## config.mk

```make
export PLATFORM = sky130hd
export DESIGN_NAME = layer_compositor
export DESIGN_NICKNAME = d
export VERILOG_FILES = /design/src/rtl/layer_compositor.sv
export SDC_FILE = /design/constraint.sdc
export NUM_CORES = 1
export LEC_CHECK = 0
export ABC_AREA = 1
export BUFFER_PORTS_ARGS = -buffer_cell sky130_fd_sc_hd__buf_2
export CORE_MARGIN = 4
export CORE_UTILIZATION = 45
export CTS_BUF_LIST = sky130_fd_sc_hd__clkbuf_16
export DETAILED_ROUTE_END_ITERATION = 7
export GPL_TIMING_DRIVEN = 1
export PLACE_DENSITY = 0.72
export SYNTH_ARGS = -nofsm -noshare
export SYNTH_HDL_FRONTEND = slang
export SYNTH_SLANG_ARGS = --single-unit
```

## constraint.sdc

```tcl
create_clock -name Clk -period 2 [get_ports Clk]
set_clock_uncertainty 0.15 [all_clocks]
set_input_delay 0.1 -clock Clk [delete_from_list [all_inputs] [get_ports Clk]]
set_output_delay 0.1 -clock Clk [all_outputs]
set_load 0.05 [all_outputs]
```

## src/rtl/layer_compositor.sv

```systemverilog
`default_nettype none
// ============================================================================
// Module   : layer_compositor
// Purpose  : Priority compositor of object layers over a background code,
//            with a frame-based flash timer and 8-bit VGA colour expansion.
// Revision : 1.0
// ============================================================================
module layer_compositor #(
    parameter int          NUM_LAYERS   = 8,
    parameter logic [1:0]  ACTIVE_MODE  = 2'b10,
    parameter int          FLASH_FRAMES = 8,
    parameter int          LIDX_W       = $clog2(NUM_LAYERS)
) (
    input  logic                  Clk,
    input  logic                  Reset,
    input  logic                  frame_start,
    input  logic [1:0]            mode,
    input  logic                  pix_valid,
    input  logic [NUM_LAYERS-1:0] layer_hit,
    input  logic [11:0]           bg_code,
    input  logic                  cfg_we,
    input  logic [LIDX_W-1:0]     cfg_addr,
    input  logic [13:0]           cfg_data,
    output logic [7:0]            VGA_R,
    output logic [7:0]            VGA_G,
    output logic [7:0]            VGA_B,
    output logic                  pix_valid_out,
    output logic [LIDX_W:0]       sel_layer
);

    localparam int                c_FCNT_W    = $clog2(FLASH_FRAMES) + 1;
    localparam logic [c_FCNT_W-1:0] c_FCNT_LAST = c_FCNT_W'(FLASH_FRAMES - 1);
    localparam logic [LIDX_W:0]   c_BG_SEL    = (LIDX_W + 1)'(NUM_LAYERS);

    logic [NUM_LAYERS-1:0] r_en;
    logic [NUM_LAYERS-1:0] r_fl;
    logic [11:0]           r_code [NUM_LAYERS];

    logic [c_FCNT_W-1:0]   r_fcnt;
    logic                  r_phase;

    logic                  r_s1_valid;
    logic [LIDX_W:0]       r_s1_sel;
    logic [11:0]           r_s1_code;

    logic [7:0]            r_vga_r;
    logic [7:0]            r_vga_g;
    logic [7:0]            r_vga_b;
    logic                  r_valid_out;
    logic [LIDX_W:0]       r_sel_out;

    logic                  w_cfg_ok;
    logic [NUM_LAYERS-1:0] w_hit;
    logic [LIDX_W:0]       w_sel;
    logic [11:0]           w_code;

    assign w_cfg_ok = cfg_we && ({1'b0, cfg_addr} < c_BG_SEL);

    always_ff @(posedge Clk) begin
        if (Reset) begin
            r_en <= '0;
            r_fl <= '0;
            for (int i = 0; i < NUM_LAYERS; i++) begin
                r_code[i] <= 12'h000;
            end
        end else if (w_cfg_ok) begin
            r_en[cfg_addr]   <= cfg_data[13];
            r_fl[cfg_addr]   <= cfg_data[12];
            r_code[cfg_addr] <= cfg_data[11:0];
        end
    end

    always_ff @(posedge Clk) begin
        if (Reset) begin
            r_fcnt  <= '0;
            r_phase <= 1'b1;
        end else if (frame_start) begin
            if (r_fcnt == c_FCNT_LAST) begin
                r_fcnt  <= '0;
                r_phase <= ~r_phase;
            end else begin
                r_fcnt  <= r_fcnt + c_FCNT_W'(1);
            end
        end
    end

    assign w_hit = layer_hit & r_en & (~r_fl | {NUM_LAYERS{r_phase}})
                 & {NUM_LAYERS{mode == ACTIVE_MODE}};

    // Scan from lowest priority upward so the lowest set index ends up winning.
    always_comb begin
        w_sel  = c_BG_SEL;
        w_code = bg_code;
        for (int i = NUM_LAYERS - 1; i >= 0; i--) begin
            if (w_hit[i]) begin
                w_sel  = (LIDX_W + 1)'(i);
                w_code = r_code[i];
            end
        end
    end

    // The winning code is snapshotted here, so a table write in the following
    // cycle cannot recolour a pixel that is already in flight.
    always_ff @(posedge Clk) begin
        if (Reset) begin
            r_s1_valid <= 1'b0;
            r_s1_sel   <= c_BG_SEL;
            r_s1_code  <= 12'h000;
        end else begin
            r_s1_valid <= pix_valid;
            r_s1_sel   <= w_sel;
            r_s1_code  <= w_code;
        end
    end

    always_ff @(posedge Clk) begin
        if (Reset) begin
            r_vga_r     <= 8'h00;
            r_vga_g     <= 8'h00;
            r_vga_b     <= 8'h00;
            r_valid_out <= 1'b0;
            r_sel_out   <= c_BG_SEL;
        end else begin
            r_vga_r     <= r_s1_valid ? {r_s1_code[11:8], r_s1_code[11:8]} : 8'h00;
            r_vga_g     <= r_s1_valid ? {r_s1_code[7:4],  r_s1_code[7:4]}  : 8'h00;
            r_vga_b     <= r_s1_valid ? {r_s1_code[3:0],  r_s1_code[3:0]}  : 8'h00;
            r_valid_out <= r_s1_valid;
            r_sel_out   <= r_s1_sel;
        end
    end

    assign VGA_R         = r_vga_r;
    assign VGA_G         = r_vga_g;
    assign VGA_B         = r_vga_b;
    assign pix_valid_out = r_valid_out;
    assign sel_layer     = r_sel_out;

endmodule
`default_nettype wire

```

==> out/results.ini <==
[min_path]
min_from=cfg_data[6]
hold_depth=3
hold-path-endpoint=r_code[6][6]$_SDFFCE_PN0P_
min_path_type=primary input to flop

[die]
fp.dieW_um=127
row_count=43
die_h_um=127
core_area_um2=13800
io_pins=73
initial_core_util=0.459
dieArea_um2=16100

[grt]
grt_pass1_wl_mm=24.4
antenna_found_initial=0
grt_usage=0.193
overflow=0
grt_max_degree=18
grt_pass1_vias=4721

[drt]
drc=0
wirelength_mm=14.7
viasPerCell=5.01
drt-pass1-iter-count=7
drt_iter0_drc=395
drt-wirelength-per-cell_um=15.3
route.vias.total=4802
antenna_left=0

[finish]
n_antenna_cell=0
fillers=1249
final_util=0.549
fin_nets=812
design_area_um2=7590
seqCellArea_um2=3990
drive_above_1_share=0.196
multiInputGateArea_um2=1880
area_growth_pct=19.7
final_cells=959

[worst_setup_path]
crit_arrival_ns=1.73
crit_path_max_fanout=14
ff2ff_setup_slack_ns=0.16
reg2reg_depth=9
required_ns=1.87
end_kind=flop
reg2reg_from=r_phase$_SDFFE_PP1P_
critPathLaunch=Reset
worstPathCellList=dlygate4sd3_1, buf_2, inv_1, buf_4, nand2_1
cp_slowest_cell=dlygate4sd3_1
critPathBufInv=4
worstSetupPathType=primary input to flop
slowest_delay_ns=0.53
rr_endpoint=r_s1_code[10]$_SDFF_PP0_
cp_top_family=buffers and inverters
start_kind=primary input

[clock_tree]
clockBufferDepth=2
htreeDepth=4
cts_root_buffer=clkbuf_16
tritoncts=built
insertion_delay_ns=0.42
cts_buffers=17
cts.clk_slew.worst_paths_ns=0.06
cts_sinks=151

[power_and_ir_drop]
power_density_nw_per_um2=897
peakVddDrop_uv=551
p_leak_nw=3.33

[synth]
synth-main-ff-cell=edfxtp_1
ys_seq_area_frac=0.628
ys_ff_latch=151
synth-edff-count=96
synth_top_area_share=0.454
synth.top_cells.by_count=144 x nor2_1, 128 x nand2_1, 96 x edfxtp_1
synth_top_area_cell=edfxtp_1
syn_area_per_cell_um2=9.45
ys_types=35
yosys-top-cells-area=edfxtp_1 45%, dfxtp_1 17%, nor2_1 8.5%
syn-instance-count=671
ys_warn_count=0
synth-async-reset-ratio=0
syn_nets=716
yosysMostFrequentCell=nor2_1
netlist_area_um2=6340

[timing]
rsz0062_at_grt=no
maxSlewHeadroom=0.571
setup_tns_ns=0
period_minus_slack_ns=1.86
fmax_mhz=536
worstMarginPinSlew_ns=0.642
setup_viol=0
hold_viol=0
hold_slack_ns=0.00944
finalCritPeriodShare=0.932
drv_slew=0

[job]
drv_cap=0

[status]
status=complete, no violations

[placement]
place_inst=914
dp_hpwl_mm=10.5
dpl_cell_area_um2=6920
port_buffers=72
gp_congestion=0.879

[what timing repair did]
action,CTS,global route
hold buffers,14,0
hold endpoints to repair,73,0
resized for setup,0,2
endpoints found under the setup margin,0,10
buffers inserted,0,0
[worst max-delay path by stage]
stage | depth (start not counted) | endpoint
after floorplan | 5 | r_code[1][0]$_SDFFCE_PN0P_
after detailed placement | 13 | r_s1_code[5]$_SDFF_PP0_
final | 5 | r_code[5][8]$_SDFFCE_PN0P_
after global routing | 13 | r_s1_code[5]$_SDFF_PP0_
after global placement | 9 | r_s1_code[6]$_SDFF_PP0_
after CTS | 13 | r_s1_code[5]$_SDFF_PP0_
[cell usage in the layout, fill, tap and decap left out, types with 2 or more instances in the layout]
| master | n |
|---|---|
| nand4_1 | 15 |
| nand3_2 | 4 |
| buf_2 | 72 |
| nor2_1 | 144 |
| dfxtp_1 | 54 |
| nand3_1 | 23 |
| dlygate4sd3_1 | 14 |
| o22ai_1 | 5 |
| nand2_2 | 2 |
| o21ai_0 | 29 |
| buf_4 | 26 |
| o2111ai_1 | 2 |
| a21boi_1 | 2 |
| or2_2 | 4 |
| inv_2 | 6 |
| clkbuf_16 | 19 |
| nand2_1 | 127 |
| nor3_1 | 14 |
| a21oi_1 | 18 |
| inv_1 | 69 |
| inv_4 | 3 |
| o21ai_1 | 3 |
| nor2_2 | 4 |
| o211ai_1 | 7 |
| clkinv_2 | 6 |
| edfxtp_1 | 96 |
[state kept, by name (all words and copies together), names as in the netlist]
signal and flops:
VGA_B 4, VGA_G 4, VGA_R 4, pix_valid_out 1, r_code 96, r_en 8
r_fcnt 4, r_fl 8, r_phase 1, r_s1_code 12, r_s1_sel 4, r_s1_valid 1
sel_layer 4
[worst register-to-register path: cells and delay by family, from the launching register on]
family,cells,cell delay (ns)
compound gates,4,0.53
buf+inv,3,0.41
flops,1,0.35
simple gates,2,0.29
[layout make-up]
cell class	instances	area share
Timing Repair Buffer	112	0.0916
Inverter	73	0.0364
Multi-Input combinational cell	412	0.247
Tap cell	180	0.0297
Sequential cell	151	0.525
Clock inverter	12	0.00758
Clock buffer	19	0.0626
[per-layer routing]
layer	vias up	routed length (um)	GRT usage	share of wire
met2	156	6880	0.311	0.47
met1	2244	6640	0.259	0.45
met5	-	0	0	0
met3	26	914	0.0442	0.062
met4	0	255	0.0656	0.017
li1	2376	-	-	-
[stage by stage]
stage / setup slack (ns) / power [W]
floorplan: 0.273 / 0.00381
global placement: 0.219 / 0.00396
detailed placement: 0.112 / 0.00397
CTS: 0.0824 / 0.00686
global route: 0.00494 / 0.00707
finish: 0.136 / 0.00681
[report_power, final]
group | switching [W] | total, W | internal (W)
registers | 0.0000501 | 0.00352 | 0.00347
logic | 0.000281 | 0.000405 | 0.000124
clock network | 0.00119 | 0.00289 | 0.00169
total | 0.00152 | 0.00681 | 0.00529
[cells by family after synthesis]
family	count (synthesis)	synth area share
compound gates	69	0.0627
xor+xnor	1	0.00138
fa+ha+maj	1	0.00197
buf+inv	108	0.0761
flops	151	0.628
simple gates	341	0.230
(Power assumes the default switching activity.)
